===== config.mk =====
export PLATFORM = sky130hd
export DESIGN_NAME = pc_sequencer
export DESIGN_NICKNAME = d
export VERILOG_FILES = /design/src/rtl/pc_sequencer.sv
export SDC_FILE = /design/constraint.sdc
export NUM_CORES = 1
export LEC_CHECK = 0
export CAP_MARGIN = 10
export CORE_ASPECT_RATIO = 0.75
export CORE_MARGIN = 8
export CORE_UTILIZATION = 50
export DETAILED_ROUTE_END_ITERATION = 10
export PLACE_DENSITY = 0.72
export SYNTH_ARGS = -nofsm -noshare
export SYNTH_HDL_FRONTEND = slang
export SYNTH_SLANG_ARGS = --single-unit

===== constraint.sdc =====
create_clock -name clk -period 5.1 [get_ports clk]
set_input_delay 1.275 -clock clk [delete_from_list [all_inputs] [get_ports clk]]
set_output_delay 1.275 -clock clk [all_outputs]
set_load 0.01 [all_outputs]

===== src/rtl/pc_sequencer.sv =====
// Fetch-stage program counter with relative branch, absolute jump, and call/return
// through a hardware return-address stack. Priority is ret > call > jump > branch > inc.
module pc_sequencer #(
  parameter int unsigned       ADDR_W       = 16,
  parameter int unsigned       STACK_DEPTH  = 8,
  parameter logic [ADDR_W-1:0] RESET_VECTOR = '0
) (
  input  logic                               clk,
  input  logic                               reset,
  input  logic                               pc_en,
  input  logic                               branch,
  input  logic [ADDR_W-1:0]                  branch_off,
  input  logic                               jump,
  input  logic                               call,
  input  logic                               ret,
  input  logic [ADDR_W-1:0]                  target_addr,
  input  logic                               err_clr,
  output logic [ADDR_W-1:0]                  pc,
  output logic [$clog2(STACK_DEPTH+1)-1:0]   ras_count,
  output logic                               ras_full,
  output logic                               ras_empty,
  output logic                               stack_err
);

  localparam int unsigned    CW         = $clog2(STACK_DEPTH + 1);
  localparam int unsigned    IW         = $clog2(STACK_DEPTH);
  localparam logic [CW-1:0]  FULL_COUNT = CW'(STACK_DEPTH);
  localparam logic [CW-1:0]  ONE_COUNT  = CW'(1);

  logic [ADDR_W-1:0] ras_mem [STACK_DEPTH];

  logic [ADDR_W-1:0] pc_inc;
  logic [ADDR_W-1:0] pc_branch;
  logic [ADDR_W-1:0] ras_top;
  logic [IW-1:0]     top_idx;
  logic [IW-1:0]     push_idx;
  logic              do_pop;
  logic              do_push;
  logic              underflow;
  logic              overflow;

  assign ras_full  = (ras_count == FULL_COUNT);
  assign ras_empty = (ras_count == '0);

  // Adds wrap modulo 2^ADDR_W; the offset is two's complement so a plain add suffices.
  always_comb begin
    pc_inc    = pc + ADDR_W'(1);
    pc_branch = pc + branch_off;
    top_idx   = IW'(ras_count - ONE_COUNT);
    push_idx  = IW'(ras_count);
    ras_top   = ras_mem[top_idx];
    underflow = pc_en & ret & ras_empty;
    overflow  = pc_en & ~ret & call & ras_full;
    do_pop    = pc_en & ret & ~ras_empty;
    do_push   = pc_en & ~ret & call & ~ras_full;
  end

  always_ff @(posedge clk) begin
    if (reset) begin
      pc        <= RESET_VECTOR;
      ras_count <= '0;
      stack_err <= 1'b0;
    end else begin
      if (pc_en) begin
        if (ret) begin
          pc <= ras_empty ? pc_inc : ras_top;
        end else if (call) begin
          pc <= ras_full ? pc_inc : target_addr;
        end else if (jump) begin
          pc <= target_addr;
        end else if (branch) begin
          pc <= pc_branch;
        end else begin
          pc <= pc_inc;
        end
      end
      if (do_pop) begin
        ras_count <= ras_count - ONE_COUNT;
      end else if (do_push) begin
        ras_count <= ras_count + ONE_COUNT;
      end
      // A fresh error outranks a clear requested in the same cycle.
      stack_err <= underflow | overflow | (stack_err & ~err_clr);
    end
  end

  // Stack storage carries no reset; entries at or above ras_count are never read.
  always_ff @(posedge clk) begin
    if (!reset && do_push) begin
      ras_mem[push_idx] <= pc_inc;
    end
  end

endmodule


==> impl_results.md <==
- Run status: completed
- Worst-case clock buffer depth: 2
- Number of enable-type register cells in the synthesized netlist: 128
- Via count of the first global-routing pass: 5055
- Reg-to-reg critical path startpoint: ras_count[1]$_SDFFE_PP0P_
- Via/cell ratio: 6.17
- Worst hold path startpoint: stack_err$_SDFF_PP0_
- Total congestion overflow: 0
- Endpoint of the lowest-slack register-to-register path: pc[8]$_SDFFE_PP0P_
- Via total after detailed routing: 5093
- Antenna diode count: 0
- Mapped Area: 7330 µm²
- Setup slack on the worst flop-to-flop path: 2130 ps
- Worst-margin pin slew: 1090 ps
- Number of cells traversed by the worst register-to-register path: 8
- Sequential cell area fraction in the yosys report: 0.581
- Count of maximum capacitance violations: 0
- Count of different cell masters after synthesis: 70
- TritonCTS buffer count: 17
- Maximum number of pins on one net before global-route repair: 38
- Hold worst-path end: stack_err$_SDFF_PP0_
- Die area: 18800 µm²
- Weighted congestion reported at the end of routability-driven placement: 0.920
- First-pass GRT wire length: 28400 µm
- Die width: 156 µm
- Effective utilization at floorplan: 0.509
- Synthesized flop and latch total: 149
- DPL Wire Length: 12500 µm
- PortBufs: 62
- Synthesized area per cell: 13.5 µm²
- Number of antenna violations at the first check in global routing: 0
- Worst skew pair latency: 420 ps
- Setup TNS: 0 ps
- CTS H-tree depth: 4
- Max Clock Skew: 12.2 ps
- Most common cell after layout, fill and taps aside: sky130_fd_sc_hd__edfxtp_1
- Height of the die: 121 µm
- Placement Rows: 38
- Area Growth Syn to Fin: 20.0%
- Post-Synthesis Net Count: 601
- Slowest library cell on the worst path: sky130_fd_sc_hd__clkdlybuf4s50_1
- I/O pin total: 63
- Primary FF master, synth: sky130_fd_sc_hd__edfxtp_1
- Critical Path Source Type: flop
- Leakage power total: 3.04 nW
- WS Path Type: flop to output pin
- Critical-path maximum fanout: 8
- Peak Freq: 276 MHz
- Worst path arrival time: 2350 ps
- Share of the clock period used by the worst path after layout: 0.711
- Total core area: 14400 µm²
- Routed len/inst: 21.7 µm
- DRT antenna net count: 0
- Synth warnings: 0
- Final count of negative-setup-slack endpoints: 0
- Hold crit path type: flop to flop
- Iteration count of the initial detailed-routing pass: 7
- Count of pins over their slew limit: 0
- Worst IR drop on VDD: 0.000241 V
- Drt total wl: 17900 µm
- Setup fix buffers added after clock tree synthesis: 0
- Longest individual stage delay on the worst path: 550 ps
- Post-CTS sizing: 0
- Hold depth: 2
- Endpoint class of the critical path: output pin
- CTS tree: done
- Filler-free cell count of the finished design: 826
- # DRC: 0
- Post-synth ARST share: 0
- CTS Root Cell: sky130_fd_sc_hd__clkbuf_16
- Minimum period implied by the final worst setup slack: 3620 ps
- Setup repair after global routing missed its margin: false
- Cts hold-fix bufs: 0
- Ordered cell list for the critical path: inv_1 > ha_1 > or3b_1 > inv_2 > clkdlybuf4s50_1
- Final Hold Fails: 0
- Highest-count cells in the layout ignoring fill and taps: sky130_fd_sc_hd__edfxtp_1, sky130_fd_sc_hd__clkdlybuf4s50_1, sky130_fd_sc_hd__nand2_1
- Number of clock sinks seen by CTS: 149
- Clock-pin transition on the worst setup and hold timing paths: 70 ps
- Share of final-layout standard cells stronger than drive strength 1: 0.160
- Max transition margin: 0.269
- Number of instances in the synthesized netlist: 542
- Worst EP required: 3830 ps
- Pwr Density: 391 nW/µm²
- DP Cell Count: 794
- GRT Util Overall: 0.197
- Number of design-rule violations left by the first detailed-router iteration: 526
- Net count reported at finish: 672
-- cell usage after synthesis, drive strengths merged (14+ instances only) --
cell	count	area share
a21oi	29	0.020
clkbuf	14	0.0072
dfxtp	21	0.057
edfxtp	128	0.52
ha	18	0.031
inv	16	0.0082
mux4	32	0.098
nand2	46	0.024
nor2	29	0.015
nor3	14	0.0096
o21ai	24	0.016
xnor2	14	0.017
-- cell families after synthesis --
logic type / count (synthesis) / synth area share
AOI/OAI and AO/OA: 134 / 0.128
muxes: 38 / 0.107
DFF: 149 / 0.581
buffers and inverters: 43 / 0.0263
adders and majority gates: 19 / 0.0334
xor gates and xnor gates: 27 / 0.0322
and+or+nand+nor: 132 / 0.0918
-- routing by layer --
layer	global-route usage	part of all wire	up-vias
met2	0.287	0.44	248
met1	0.283	0.45	2499
met3	0.0480	0.094	30
met5	0	0	-
li1	-	-	2316
met4	0.0677	0.017	0
-- metrics by stage --
step	utilization	hold slack, ps	instance area, µm²	total power [mW]	setup slack [ps]
4_1_cts	0.611	503	8800	3.45	1480
2_1_floorplan	-	493	7330	1.95	1450
6_report	0.611	495	8800	3.44	1480
5_1_grt	0.611	534	8800	3.58	1380
3_5_place_dp	0.570	496	8210	2.21	1320
3_3_place_gp	0.570	462	8210	2.20	1370
-- worst max-delay path by stage --
stage,startpoint,slack (ps),end
after CTS,ras_count[1]$_SDFFE_PP0P_,1480,ras_empty
after global routing,ras_count[1]$_SDFFE_PP0P_,1380,ras_empty
final,ras_count[1]$_SDFFE_PP0P_,1480,ras_empty
after global placement,branch_off[0],1370,pc[8]$_SDFFE_PP0P_
after floorplan,call,1450,ras_mem[1][0]$_DFFE_PP_
after detailed placement,branch_off[0],1320,pc[8]$_SDFFE_PP0P_
-- worst max-delay path, delay by kind of cell (launching register included) --
kind                     cells  cell delay, ps
buffers and inverters        3             820
AND/OR/NAND/NOR              1             450
flip-flops                   1             410
adder cells (fa/ha/maj)      1             250
-- final cells by class --
type,count,area [µm²]
fill,1111,5610
sequential,149,4270
multi-input combinational,350,2890
timing repair buffer,78,741
clock buffer,17,425
tap,200,250
clock inverter,15,168
inverter,17,63.8
-- registers in the layout, summed over array words and instances (netlist names) --
signal     cells
stack_err      1
pc            16
ras_mem      128
ras_count      4
-- power breakdown --
| group | switching [mW] | total, mW | internal (mW) |
|---|---|---|---|
| Sequential | 0.0607 | 1.45 | 1.39 |
| Combinational | 0.413 | 0.743 | 0.329 |
| Clock | 0.517 | 1.25 | 0.732 |
| Total | 0.991 | 3.44 | 2.45 |
Note: power is estimated with default switching activity, not from simulation.
